===== src/rtl/sine_meas_pkg.sv =====
// Shared types and constants for the sine period meter.
package sine_meas_pkg;

  typedef enum logic [1:0] {
    S_IDLE,
    S_ARM,
    S_HIGH,
    S_LOW
  } meas_state_t;

  localparam int DEF_DW   = 10;
  localparam int DEF_MID  = 512;
  localparam int DEF_HYST = 16;

  function automatic int lo_th(input int mid, input int hyst);
    return mid - hyst;
  endfunction

  function automatic int hi_th(input int mid, input int hyst);
    return mid + hyst;
  endfunction

endpackage


===== src/rtl/sine_period_meter_if.sv =====
// Sample stream in, per-period measurement results out.
import sine_meas_pkg::*;

interface sine_period_meter_if #(
  parameter int DW = DEF_DW,
  parameter int PW = 16
);
  logic          sample_valid;
  logic [DW-1:0] sample_in;
  logic          result_valid;
  logic [PW-1:0] period;
  logic [DW-1:0] peak_max;
  logic [DW-1:0] peak_min;
  logic          locked;
  logic          timeout;

  modport master (
    output sample_valid, sample_in,
    input  result_valid, period, peak_max, peak_min, locked, timeout
  );

  modport slave (
    input  sample_valid, sample_in,
    output result_valid, period, peak_max, peak_min, locked, timeout
  );
endinterface


===== src/rtl/sample_extrema_tracker.sv =====
// Running max/min of the samples seen since the last load.
import sine_meas_pkg::*;

module sample_extrema_tracker #(
  parameter int DW = DEF_DW
) (
  input  logic          clock,
  input  logic          reset,
  input  logic          load,
  input  logic          update,
  input  logic [DW-1:0] sample,
  output logic [DW-1:0] max_val,
  output logic [DW-1:0] min_val
);

  always_ff @(posedge clock) begin
    if (reset) begin
      max_val <= '0;
      min_val <= '0;
    end else if (load) begin
      max_val <= sample;
      min_val <= sample;
    end else if (update) begin
      if (sample > max_val) max_val <= sample;
      if (sample < min_val) min_val <= sample;
    end
  end

endmodule


===== src/rtl/sine_period_meter.sv =====
// Rising mid-crossing detector with hysteresis; publishes period and peaks per cycle.
//   state  | meaning
//   S_IDLE | waiting for a sample at or below LO_TH
//   S_ARM  | armed, waiting for the first rising crossing
//   S_HIGH | counting, signal above band
//   S_LOW  | counting, signal below band; next crossing publishes
import sine_meas_pkg::*;

module sine_period_meter #(
  parameter int DW         = DEF_DW,
  parameter int MID        = DEF_MID,
  parameter int HYST       = DEF_HYST,
  parameter int PW         = 16,
  parameter int MAX_PERIOD = 65535
) (
  input logic                 clock,
  input logic                 reset,
  sine_period_meter_if.slave  bus
);

  localparam logic [DW-1:0] LO_TH   = DW'(lo_th(MID, HYST));
  localparam logic [DW-1:0] HI_TH   = DW'(hi_th(MID, HYST));
  localparam logic [PW-1:0] MAX_CNT = PW'(MAX_PERIOD);

  meas_state_t   state;
  logic [PW-1:0] cnt;
  logic          result_valid;
  logic [PW-1:0] period;
  logic [DW-1:0] peak_max;
  logic [DW-1:0] peak_min;
  logic          locked;
  logic          timeout;
  logic [DW-1:0] run_max;
  logic [DW-1:0] run_min;

  logic is_low, is_high, crossing, counting, track_update;

  assign is_low       = bus.sample_in <= LO_TH;
  assign is_high      = bus.sample_in >= HI_TH;
  assign counting     = (state == S_HIGH) || (state == S_LOW);
  assign crossing     = bus.sample_valid && is_high && ((state == S_ARM) || (state == S_LOW));
  assign track_update = bus.sample_valid && counting && !crossing;

  // Tracker outputs are registered, so a publish reads the period before the crossing sample.
  sample_extrema_tracker #(.DW(DW)) u_tracker (
    .clock   (clock),
    .reset   (reset),
    .load    (crossing),
    .update  (track_update),
    .sample  (bus.sample_in),
    .max_val (run_max),
    .min_val (run_min)
  );

  always_ff @(posedge clock) begin
    if (reset) begin
      state        <= S_IDLE;
      cnt          <= '0;
      result_valid <= 1'b0;
      period       <= '0;
      peak_max     <= '0;
      peak_min     <= '0;
      locked       <= 1'b0;
      timeout      <= 1'b0;
    end else begin
      result_valid <= 1'b0;
      timeout      <= 1'b0;
      if (bus.sample_valid) begin
        unique case (state)
          S_IDLE: if (is_low) state <= S_ARM;
          S_ARM: begin
            if (is_high) begin
              cnt   <= PW'(1);
              state <= S_HIGH;
            end
          end
          S_HIGH: begin
            if (cnt == MAX_CNT) begin
              timeout <= 1'b1;
              locked  <= 1'b0;
              state   <= S_IDLE;
            end else begin
              cnt <= cnt + PW'(1);
              if (is_low) state <= S_LOW;
            end
          end
          S_LOW: begin
            if (is_high) begin
              result_valid <= 1'b1;
              period       <= cnt;
              peak_max     <= run_max;
              peak_min     <= run_min;
              locked       <= 1'b1;
              cnt          <= PW'(1);
              state        <= S_HIGH;
            end else if (cnt == MAX_CNT) begin
              timeout <= 1'b1;
              locked  <= 1'b0;
              state   <= S_IDLE;
            end else begin
              cnt <= cnt + PW'(1);
            end
          end
        endcase
      end
    end
  end

  assign bus.result_valid = result_valid;
  assign bus.period       = period;
  assign bus.peak_max     = peak_max;
  assign bus.peak_min     = peak_min;
  assign bus.locked       = locked;
  assign bus.timeout      = timeout;

endmodule

===== src/flat_wrapper.sv =====
// flat-port wrapper written by rule: the top's interface ports become plain ports
module sine_period_meter_flat 
#(
  parameter int DW         = DEF_DW,
  parameter int MID        = DEF_MID,
  parameter int HYST       = DEF_HYST,
  parameter int PW         = 16,
  parameter int MAX_PERIOD = 65535
)
  (clock, reset, bus_sample_valid, bus_sample_in, bus_result_valid, bus_period, bus_peak_max, bus_peak_min, bus_locked, bus_timeout);
  sine_period_meter_if #(.DW(DW), .PW(PW)) bus_i ();
  input logic clock;
  input logic reset;
  input wire logic [$bits(bus_i.sample_valid)-1:0] bus_sample_valid;
  input wire logic [$bits(bus_i.sample_in)-1:0] bus_sample_in;
  output wire logic [$bits(bus_i.result_valid)-1:0] bus_result_valid;
  output wire logic [$bits(bus_i.period)-1:0] bus_period;
  output wire logic [$bits(bus_i.peak_max)-1:0] bus_peak_max;
  output wire logic [$bits(bus_i.peak_min)-1:0] bus_peak_min;
  output wire logic [$bits(bus_i.locked)-1:0] bus_locked;
  output wire logic [$bits(bus_i.timeout)-1:0] bus_timeout;
  assign bus_i.sample_valid = bus_sample_valid;
  assign bus_i.sample_in = bus_sample_in;
  assign bus_result_valid = bus_i.result_valid;
  assign bus_period = bus_i.period;
  assign bus_peak_max = bus_i.peak_max;
  assign bus_peak_min = bus_i.peak_min;
  assign bus_locked = bus_i.locked;
  assign bus_timeout = bus_i.timeout;
  sine_period_meter #(.DW(DW), .MID(MID), .HYST(HYST), .PW(PW), .MAX_PERIOD(MAX_PERIOD)) u_core (.clock(clock), .reset(reset), .bus(bus_i));
endmodule

===== config.mk =====
export PLATFORM = sky130hd
export DESIGN_NAME = sine_period_meter_flat
export DESIGN_NICKNAME = d
export VERILOG_FILES = /design/src/rtl/sine_meas_pkg.sv /design/src/rtl/sine_period_meter_if.sv /design/src/rtl/sample_extrema_tracker.sv /design/src/rtl/sine_period_meter.sv /design/src/flat_wrapper.sv
export SDC_FILE = /design/constraint.sdc
export NUM_CORES = 1
export LEC_CHECK = 0
export BUFFER_PORTS_ARGS = -buffer_cell sky130_fd_sc_hd__buf_2
export CAP_MARGIN = 20
export CORE_AREA = 2 2 81 83
export DETAILED_ROUTE_END_ITERATION = 10
export DIE_AREA = 0 0 83 85
export GPL_ROUTABILITY_DRIVEN = 0
export PLACE_DENSITY = 0.78
export REMOVE_ABC_BUFFERS = 1
export SYNTH_ARGS = -nofsm -noshare
export SYNTH_HDL_FRONTEND = slang
export SYNTH_SLANG_ARGS = --single-unit

===== constraint.sdc =====
create_clock -name clock -period 3.86 [get_ports clock]
set_input_delay 0.193 -clock clock [delete_from_list [all_inputs] [get_ports clock]]
set_output_delay 0.193 -clock clock [all_outputs]
set_load 0.01 [all_outputs]

Word level (Yosys, flattened, before mapping)
Index checks and enable logic that the tools add are counted.

word-level totals
  register bits = 77
  input bits = 13

operators by class
  add/sub/neg operators = 1
  $lt $le $gt $ge = 4
  equal/unequal tests = 8
  multiplexer cells = 24
  bitwise operators = 2
  reduce and logical (&&, ||, !) cells = 21

operator list
  cell                   count
  $mux 10                6
  $mux 16                3
  $pmux 16 s3            1
  $add 16x1->16 const B  1
  $eq 16x16->1 const B   1
  $mux 2                 6
  $ge 10x10->1 const B   1
  $gt 10x10->1           1
  $le 10x9->1 const B    1
  $lt 10x10->1           1
  $pmux 2 s4             1
  $reduce_bool 2->1      4
  $ne 3x2->1 const B     2
  $reduce_and 2->1       3
  $reduce_and 3->1       2
  $mux 1                 5
  $reduce_and 5->1       1
  $eq 2x2->1 const B     2
  $logic_and 1x1->1      4
  $ne 2x1->1 const B     2
  $pmux 1 s2             2
  $reduce_bool 3->1      1
  $reduce_or 3->1        1
  $eq 2x1->1 const B     1
  5 further kinds        7

Longest topological paths before layout
Gate-level depths: netlist of the first run.

  depth after elaboration = 7
  mapped depth = 7
  gate-level depth less buffers = 7

Cells and area by module
From an unflattened synthesis of the first run, not the netlist that was laid out.

second synthesis, totals
  cells, all modules = 458
  area, all modules = 3883.7 um^2

by module, submodules not included
  module                  instances  cells an instance  area an instance (um^2)  sequential area each (um^2)
  sine_period_meter       1          313                2542.4                   1141.1
  sample_extrema_tracker  1          145                1341.3                   400.4

Least setup slack after synthesis of the first run
No wires, ideal clock.

  path type = register to register
  start point = register u_core.u_tracker.max_val[5]
  end point = register u_core.u_tracker.max_val[5]
  setup time = 129 ps
  arrival = 1715 ps
  data required time = 3731 ps
  slack = 2017 ps
  stages on the path, launching flop included = 8
  path buffers = 0
  period minus slack after synthesis = 1843 ps
  cells stage by stage = dfxtp_1 -> inv_1 -> ha_1 -> a21oi_1 -> o21ai_0 -> a2111o_1 -> a21oi_2 -> o2bb2ai_1

on the way
  word-level cells in the longest chain between the ends = 3

ends and longest elaborated chain
  item                                RTL line                      text
  start, declared                     sample_extrema_tracker.sv:12  output logic [DW-1:0] max_val,
  start signal, assigned              sample_extrema_tracker.sv:21  max_val <= sample;
  start signal, assigned              sample_extrema_tracker.sv:24  if (sample > max_val) max_val <= sample;
  $gt 10x10->1                        sample_extrema_tracker.sv:24
  $reduce_bool 2->1 (no source line)  n/a
  $reduce_and 2->1 (no source line)   n/a

Every way passes these cells.
A chain may end at the register's enable or synchronous reset.

Final worst setup path of the first run
  start point = register u_core.u_tracker.max_val[5]
  end point = register u_core.u_tracker.max_val[4]

Same word-level chain as after synthesis.

==> results of run 1 <==
## cell families (layout without fill, tap and decap cells)
| family | count (synthesis) | after routing | share of synthesized area, % |
|---|---|---|---|
| simple gates | 159 | 159 | 22.1 |
| compound gates | 125 | 125 | 22.4 |
| flops | 77 | 77 | 42.8 |
| buf+inv | 46 | 97 | 5.11 |
| fa+ha+maj | 20 | 20 | 6.95 |
| mux | 2 | 2 | 0.556 |
## cell usage after synthesis, types with 2 or more instances
master     number
a211oi_1        3
a21o_1          3
a21oi_1        62
a21oi_2         2
a22o_1          2
and3_1          3
buf_2           5
clkbuf_1       13
dfxtp_1        77
ha_1           20
inv_1          26
mux2i_1         2
nand2_1        85
nand2b_1       12
nand3_1        18
nand4_1         7
nor2_1          6
nor3_1          3
nor4_1          3
o21ai_0        20
o221a_2         2
o2bb2ai_1      10
o31ai_1         6
or2_2           2
or3_1           2
or4_1           6
## worst min-delay path by stage
stage                               from                          end  depth (start not counted)
detailed placement  u_core.bus.period[3]         u_core.bus.period[3]                          2
finish                  bus_sample_in[6]  u_core.u_tracker.min_val[6]                          3
CTS                     bus_sample_in[3]  u_core.u_tracker.max_val[3]                          3
global placement    u_core.bus.period[9]         u_core.bus.period[9]                          2
global route            bus_sample_in[9]  u_core.u_tracker.min_val[9]                          3
floorplan                          reset            u_core.bus.locked                          1
## tightest hold or removal path: stages
cell,delay (ns)
buf_2,0.14
o21ai_0,0.07
a21oi_1,0.06
## sequential cells by signal, summed over array words and instances (netlist names)
name	count
u_core.bus.period	16
u_core.cnt	16
u_core.bus.peak_max	10
u_core.bus.peak_min	10
u_core.u_tracker.max_val	10
u_core.u_tracker.min_val	10
u_core.state	2
u_core.bus.locked	1
u_core.bus.result_valid	1
u_core.bus.timeout	1
## routing by layer
layer / routed length, um / vias to the layer above / share of wire, %
li1: - / 1613 / -
met1: 3680 / 1550 / 45
met2: 3980 / 58 / 49
met3: 290 / 15 / 3.6
met4: 145 / 0 / 1.8
met5: 0 / - / 0
## through the flow
stage / instances / hold slack, ns / cell area [sq um] / worst slack (ns)
2_1_floorplan: 409 / 0.262 / 3510 / 2.02
3_3_place_gp: 540 / 0.439 / 3890 / 1.58
3_5_place_dp: 540 / 0.445 / 3890 / 1.48
4_1_cts: 556 / 0.145 / 4100 / 1.51
5_1_grt: 557 / 0.165 / 4130 / 1.55
6_report: 557 / 0.146 / 4130 / 1.73
## report_power, final
part	switching, mW	internal [mW]
clock	0.295	0.351
combinational	0.0665	0.0373
sequential	0.00655	0.801
total	0.368	1.19
## cell type report
type	count	area [sq um]
fillers	548	2080
multi-input cells	306	1870
flip-flops and latches	77	1540
repair buffers	55	305
clock buffers	13	169
inverters	26	97.6
well taps	77	96.3
clock inverters	3	42.5
==> results, run 1 <==
- The maximum buffer depth of the clock tree is 2.
- The summed instance area of the synthesized netlist is between 3000 and 4000 sq um.
- Across the run, the number of max-cap violations was 0.
- The stage delay of the slowest cell on the critical path is 0.48 ns.
- The met2 capacity usage during global routing is 41.4%.
- The most frequent standard cell in the layout excluding fill and tap cells is nand2_1.
- The number of gates resized after CTS was 0.
- The proportion of layout cells with a drive suffix above 1 is 19.2%.
- The clock tree from TritonCTS is done.
- The number of flops mapped to enable cells by yosys is 0.
- The library cells used most frequently in the layout, excluding fill and tap cells, are 85 x nand2_1, 77 x dfxtp_1, 62 x a21oi_1.
- The effective utilization at floorplan is 58.0%.
- The min-delay analysis places its worst path in the category in -> reg.
- The worst-case reg-to-reg path depth is 7.
- For the worst setup path, the data required time is 4.15 ns.
- The repair_antennas step left the layout with diodes totalling 0.
- The number of antenna violations at the first check in global routing is 0.
- Timing would allow up to 469 MHz.
- Summed over all cells, the static leakage comes to 1.55 nW.
- The design draws 1.56 mW.
- Synthesis inferred 77 register bits.
- In this run the critical register-to-register path is captured at u_core.u_tracker.max_val[4].
- Of all cell types, the one taking the most synthesized area is dfxtp_1.
- The total of warnings raised by yosys is 0.
- Of the synthesized area, sequential elements account for 42.8%.
- The data arrival at the endpoint of the critical path is 2.42 ns.
- The ratio of final minimum period to clock period is between 50% and 60%.
- The final-report hold violation count is 0.
- The relative slew slack is 43.5%.
- The number of library cell types mapped by synthesis is 55.
- The power density relative to cell area is between 300 and 400 nW/um^2.
- The overflow left after global routing is 0.
- The first global-routing pass estimated 13500 um of wire.
- The floorplan has 29 rows.
- The cell at the root of the clock tree is clkbuf_8.
- Sorting the synthesized cells by area gives the leading types as dfxtp_1 43%, nand2_1 8.9%, a21oi_1 8.6%, ha_1 7.0%, o21ai_0 2.8%.
- The number of nets at the end of the flow is 508.
- The detail route stage leaves a number of antenna-violating nets equal to 0.
- The number of global-route vias before repair is 2958.
- The max-slew violation total from the final report came to 0.
- For this design, the slowest cell found on the critical path is a2111o_1.
- The number of buffers and inverters on the critical path is 1.
- Entering global routing, the biggest net connects 67 pins.
- Buffers inserted to repair hold after CTS numbered 0.
- The number of remaining DRC errors is 0.
- The kind of cell with the highest combined delay along the critical path is compound AO/OA/AOI/OAI gates.
- For this run, the leading register cell type out of synthesis is dfxtp_1.
- Of all flip-flops after synthesis, the portion carrying an async set or reset was 0%.
- The met3 track utilization from global routing is 4.18%.
- The overall die height is 85 um.
- The number of buffers inserted to repair setup after CTS is 0.
- Averaged over all synthesized cells, the footprint is 8.39 sq um.
- Walking the worst path, the cells encountered are inv_1 > ha_1 > a21oi_1 > o21ai_0 > a2111o_1 > a21oi_2 > o2bb2ai_1.
- The final core area utilization is 66.5%.
- Setup repair after global routing left no endpoint under its margin.
- The clock insertion delay at the later pin of the skew report is 0.36 ns.
- Clock tree synthesis found a total of 77 sinks.
- The critical path is of the reg -> reg type.
- For met1 alone, demand over resource in global routing was between 20% and 30%.
- Setup total negative slack on the finished layout was measured at 0 ns.
- The largest driver fanout on the critical path is 10.
- Counting buffers and inverters, the worst setup path is 7 cells deep.
- The run finished with clean final reports.
- The worst setup path is launched from a flip-flop.
- The worst-case clock skew is around 0.007 ns.
- The endpoint class of the critical path is a flip-flop.
- The number of H-tree levels is 3.
- Of the post-synthesis cell area, the dominant cell type holds 42.8%.
- The wire length per cell after detailed routing is 14.5 um.
- Across the VDD grid, the largest voltage drop is 0.302 mV.
- The most critical setup path has its endpoint at u_core.u_tracker.max_val[4].
- Global routing used a little under a quarter of the available tracks across all layers.
- The final count of negative-setup-slack endpoints is 0.
- For the pin with the worst max-slew slack, the measured transition is 0.846 ns.
- The CTS clock-pin slew for the worst setup and hold paths is 0.08 ns.
- The core area is 6200 sq um.
- The I/O pin count is 52.
- For this run, the detailed router's first-pass iteration total came to 4.
- The startpoint of the worst register-to-register path is u_core.u_tracker.max_val[5].
- In this run, the number of DRC markers left after iteration 0 of detailed routing was approximately 140.
- In this run the worst setup path begins at u_core.u_tracker.max_val[5].
- The synthesis-to-layout area growth is 14.6%.
- The shortest clock period the worst path allows after layout is around 2.1 ns.
- The detailed placement HPWL is 5410 um.
- Summed over all layers, the routed wires come to 8100 um.
- The die covers 7060 sq um.
- The number of clock buffers inserted by TritonCTS is 9.
- The cell count after synthesis is 429.
- The detail-routed via count per cell is 5.81.
- The number of vias in the routed layout is 3236.
- In this run the horizontal extent of the chip is 83 um.
- The number of buffers inserted by port buffering is 51.
- Across all register-to-register paths, the minimum setup slack is 1.73 ns.
- The global-route layer with the greatest usage is met2.
No activity file was read; power rests on OpenSTA's default activity.
==> inputs of run 2 (changes only) <==
--- a/config.mk
+++ b/config.mk
@@ -5,13 +5,14 @@
 export SDC_FILE = /design/constraint.sdc
 export NUM_CORES = 1
 export LEC_CHECK = 0
+export ABC_AREA = 1
 export BUFFER_PORTS_ARGS = -buffer_cell sky130_fd_sc_hd__buf_2
 export CAP_MARGIN = 20
-export CORE_AREA = 2 2 81 83
+export CORE_AREA = 2 2 86 88
 export DETAILED_ROUTE_END_ITERATION = 10
-export DIE_AREA = 0 0 83 85
+export DIE_AREA = 0 0 88 90
 export GPL_ROUTABILITY_DRIVEN = 0
-export PLACE_DENSITY = 0.78
+export PLACE_DENSITY = 0.74
 export REMOVE_ABC_BUFFERS = 1
 export SYNTH_ARGS = -nofsm -noshare
 export SYNTH_HDL_FRONTEND = slang
==> constraint.sdc (replaced) <==
create_clock -name clock -period 2.1 [get_ports clock]
set_input_delay 0.105 -clock clock [delete_from_list [all_inputs] [get_ports clock]]
set_output_delay 0.105 -clock clock [all_outputs]
set_load 0.01 [all_outputs]
==> results, run 2 <==
- By instance count, the leading cell after synthesis is nand2_1.
- In this run the worst setup path begins at u_core.u_tracker.max_val[9].
- The wire length per cell after detailed routing is 12.1 um (-17%).
- The startpoint of the worst register-to-register path is u_core.u_tracker.max_val[9].
- The worst setup path is captured at a flip-flop.
- The power after layout is 2.96 mW (+90%).
- The max-slew violation total from the final report is 0 (unchanged).
- The number of DRC markers after the initial detailed-route iteration is 215 (+57%).
- The count of placed standard cells in the final layout, fillers left out is 688 (+24%).
- The overall die height is 90 um (+5.9%).
- The largest driver fanout on the critical path was 20 (+10).
- The proportion of layout cells with a drive suffix above 1 was 16.8% (-2.4 points).
- The stage delay of the slowest cell on the critical path is 0.34 ns (-0.14 ns).
- The fraction of post-synthesis cell area in the top cell type by area is 39.8% (-3.0 points).
- The number of global-route vias before repair came to 3106 (+5.0%).
- The critical path ends at u_core.u_tracker.max_val[2].
- The number of H-tree levels came to 3 (unchanged).
- The data arrival at the endpoint of the critical path was 2.09 ns (-0.33 ns).
- The required time of the critical path was 2.35 ns (-1.80 ns).
- Summed over all instances, the cell type with the most area after synthesis is dfxtp_1.
- The number of remaining DRC errors came to 0 (unchanged).
- The core area is 7020 sq um (+13%).
- The cell sitting at the root of the clock tree is a clkbuf_8.
- The effective utilization at floorplan is 55.2% (-2.8 points).
- Leaving out fill and tap cells, the most frequent cell in the layout is nand2_1.
- The startpoint-to-endpoint class of the critical path is reg -> reg.
- The worst-case clock skew is 0.00994 ns (+0.00295 ns).
- The summed instance area of the synthesized netlist came to 3870 sq um (+7.6%).
- The flow ran to the end, and the final reports show no timing, DRC or antenna violations.
- The clock insertion delay at the later pin of the skew report is 0.35 ns (about the same).
- The tightest hold margin came to 0.0402 ns (-0.106 ns).
- The worst hold path begins at bus_sample_in[0].
- The wire length of the first global-routing pass was 14200 um (+5.0%).
- The placed instance count is 672 (+24%).
- The maximum buffer depth of the clock tree is 2 (unchanged).
- The total wirelength of the detailed-routed design is 8350 um (+3.1%).
- Among all flip-flop cells after synthesis, the most frequent one is dfxtp_1.
- The relative slew slack came to 71.8% (+28 points).
- The final-report hold violation count is 0 (unchanged).
- The worst setup timing slack at the placement stage is 0.335 ns (-1.14 ns).
- The number of clock buffers inserted by TritonCTS is 9 (unchanged).
- The type of the tightest min-delay check is in -> reg.
- The slew at the pin closest to its max-slew limit came to 0.422 ns (-0.424 ns).
- The number of rows created at floorplan came to 31 (+6.9%).
- The number of buffers inserted by port buffering came to 51 (unchanged).
- The clock tree from TritonCTS is done.
- The maximum VDD drop is 0.511 mV (+69%).
- The final antenna-violating net count is 0 (unchanged).
- The number of vias in the routed layout is 3485 (+7.7%).
- The ratio of final minimum period to clock period came to 87.5% (+32 points).
- The detail-routed via count per cell is 5.07 (-13%).
- The post-synthesis register bit count came to 77 (unchanged).
- The worst-case reg-to-reg path depth is 12 (+5).
- The number of library cell types mapped by synthesis is 31 (-44%).
- The cell count after synthesis is 539 (+26%).
- The I/O pin count is 52 (unchanged).
- The proportion of synthesized flip-flops having asynchronous set or reset is 0% (unchanged).
- The setup TNS is 0 ns (unchanged).
- The count of max-cap constraint violations is 0 (unchanged).
- The number of gates on the worst path with buffers counted is 12 (+5).
- The final worst setup slack is 0.263 ns (-1.47 ns).
- The number of nets at the end of the flow is 617 (+21%).
- The total routing resource utilization after global routing was 22.2% (-1.0 points).
- In this run the critical register-to-register path is captured at u_core.u_tracker.max_val[2].
- The total of warnings raised by yosys came to 0 (unchanged).
- The register-to-register setup slack was 0.26 ns (-1.47 ns).
- The part of the Yosys area used for sequential elements is 39.8% (-3.0 points).
- The number of buffers inserted to repair setup after CTS was 0 (unchanged).
- The overflow left after global routing was 0 (unchanged).
- The largest individual stage delay along the critical path comes from the cell dfxtp_1.
- The detailed placement HPWL is 5740 um (+6.2%).
- The peak clock frequency supported by timing came to 544 MHz (+16%).
- The signal on the critical path passes through inv_1 > ha_1 > nand2_1 > nor2_1 > nand3_1 > nor2_1 > nor2_1 > nand2_1 > buf_4 > nand3_1 > nand2_1 > nor2_1.
- The average size of a mapped cell came to 7.18 sq um (-14%).
- After synthesis, the most frequently instantiated cells are 92 x nand2_1, 82 x inv_1, 77 x dfxtp_1.
- The power density relative to cell area was 669 nW/um^2 (+77%).
- Setup repair after global routing left no endpoint under its margin.
- In this design, the largest share of critical-path delay is due to simple AND/OR/NAND/NOR gates.
- STA classifies the critical path startpoint as a flip-flop.
- Sorting the synthesized cells by area gives the leading types as dfxtp_1 40%, a21oi_1 9.7%, nand2_1 8.9%, inv_1 7.9%, ha_1 6.5%.
- The largest registers in the layout are u_core.bus.period: 16 flops, u_core.cnt: 16 flops.
- The x dimension of the die was 88 um (+6.0%).
- The number of antenna violations at the first check in global routing is 0 (unchanged).
- The standby leakage power is 1.84 nW (+19%).
- The shortest clock period the worst path allows after layout is 1.84 ns (-0.294 ns).
- The number of flops mapped to enable cells by yosys is 0 (unchanged).
- The number of optimization iterations in the first detailed-route pass is 5 (+1).
- The worst path buffer plus inverter count is 2 (+1).
- The maximum number of pins on one net before global-route repair came to 49 (-27%).
- The area growth from synthesis to layout is 14.2%.
- The cell that appears most often on the critical path is nor2_1.
- The count of clock tree sinks is 77 (unchanged).
- In the layout the commonest cells are 92 x nand2_1, 82 x inv_1, 77 x dfxtp_1.
- The die outline area came to 7920 sq um (+12%).
- The post-cts sizing count is 0 (unchanged).
- The final count of negative-setup-slack endpoints is 0 (unchanged).
- The total of hold buffers inserted after clock tree synthesis is 0 (unchanged).
- The diode insertion count for antenna repair is 0 (unchanged).
- The CTS clock-pin slew for the worst setup and hold paths came to 0.08 ns (about the same).
-- run 2: area by class of cell --
| class | count | area [sq um] |
|---|---|---|
| Multi-Input combinational cell | 355 | 1900 |
| Tap cell | 99 | 124 |
| Sequential cell | 77 | 1540 |
| Inverter | 84 | 317 |
| Fill cell | 647 | 2600 |
| Clock buffer | 11 | 141 |
| Clock inverter | 5 | 83.8 |
| Timing Repair Buffer | 57 | 313 |
-- run 2: metal layers --
layer	up-vias	global-route usage [%]	share of wire, %
met1	1550	31.7	50
met2	97	33.3	43
met3	6	4.50	5.1
li1	1832	-	-
met4	0	7.56	1.1
met5	-	0	0
-- run 2: power by group --
| part | total (mW) | switching [mW] | internal [mW] |
|---|---|---|---|
| logic | 0.211 | 0.138 | 0.0733 |
| registers | 1.49 | 0.0143 | 1.48 |
| clock network | 1.26 | 0.552 | 0.704 |
-- run 2: cell families after synthesis --
| logic type | after synthesis | synth area share [%] |
|---|---|---|
| compound gates | 124 | 16.3 |
| xor+xnor | 3 | 0.679 |
| fa+ha+maj | 20 | 6.46 |
| buf+inv | 107 | 11.1 |
| flops | 77 | 39.8 |
| simple gates | 208 | 25.7 |
-- run 2: worst min-delay path by stage --
stage | endpoint | slack (ns) | depth (start not counted)
finish | u_core.u_tracker.max_val[0] | 0.04 | 3
global placement | u_core.u_tracker.max_val[0] | 0.39 | 3
global route | u_core.u_tracker.min_val[5] | 0.06 | 3
detailed placement | u_core.u_tracker.max_val[0] | 0.39 | 3
CTS | u_core.u_tracker.max_val[0] | 0.03 | 3
floorplan | u_core.bus.locked | 0.17 | 1
-- run 2: tightest hold or removal path: cells and delay by family --
kind,cells,cell delay [ns]
simple gates,1,0.08
compound gates,1,0.05
buf+inv,1,0.12
-- run 2: stage by stage --
stage,instance area [sq um],util [%]
6_report,4420,63.0
5_1_grt,4420,63.0
4_1_cts,4420,63.0
3_5_place_dp,4200,59.8
3_3_place_gp,4200,59.8
2_1_floorplan,3760,-
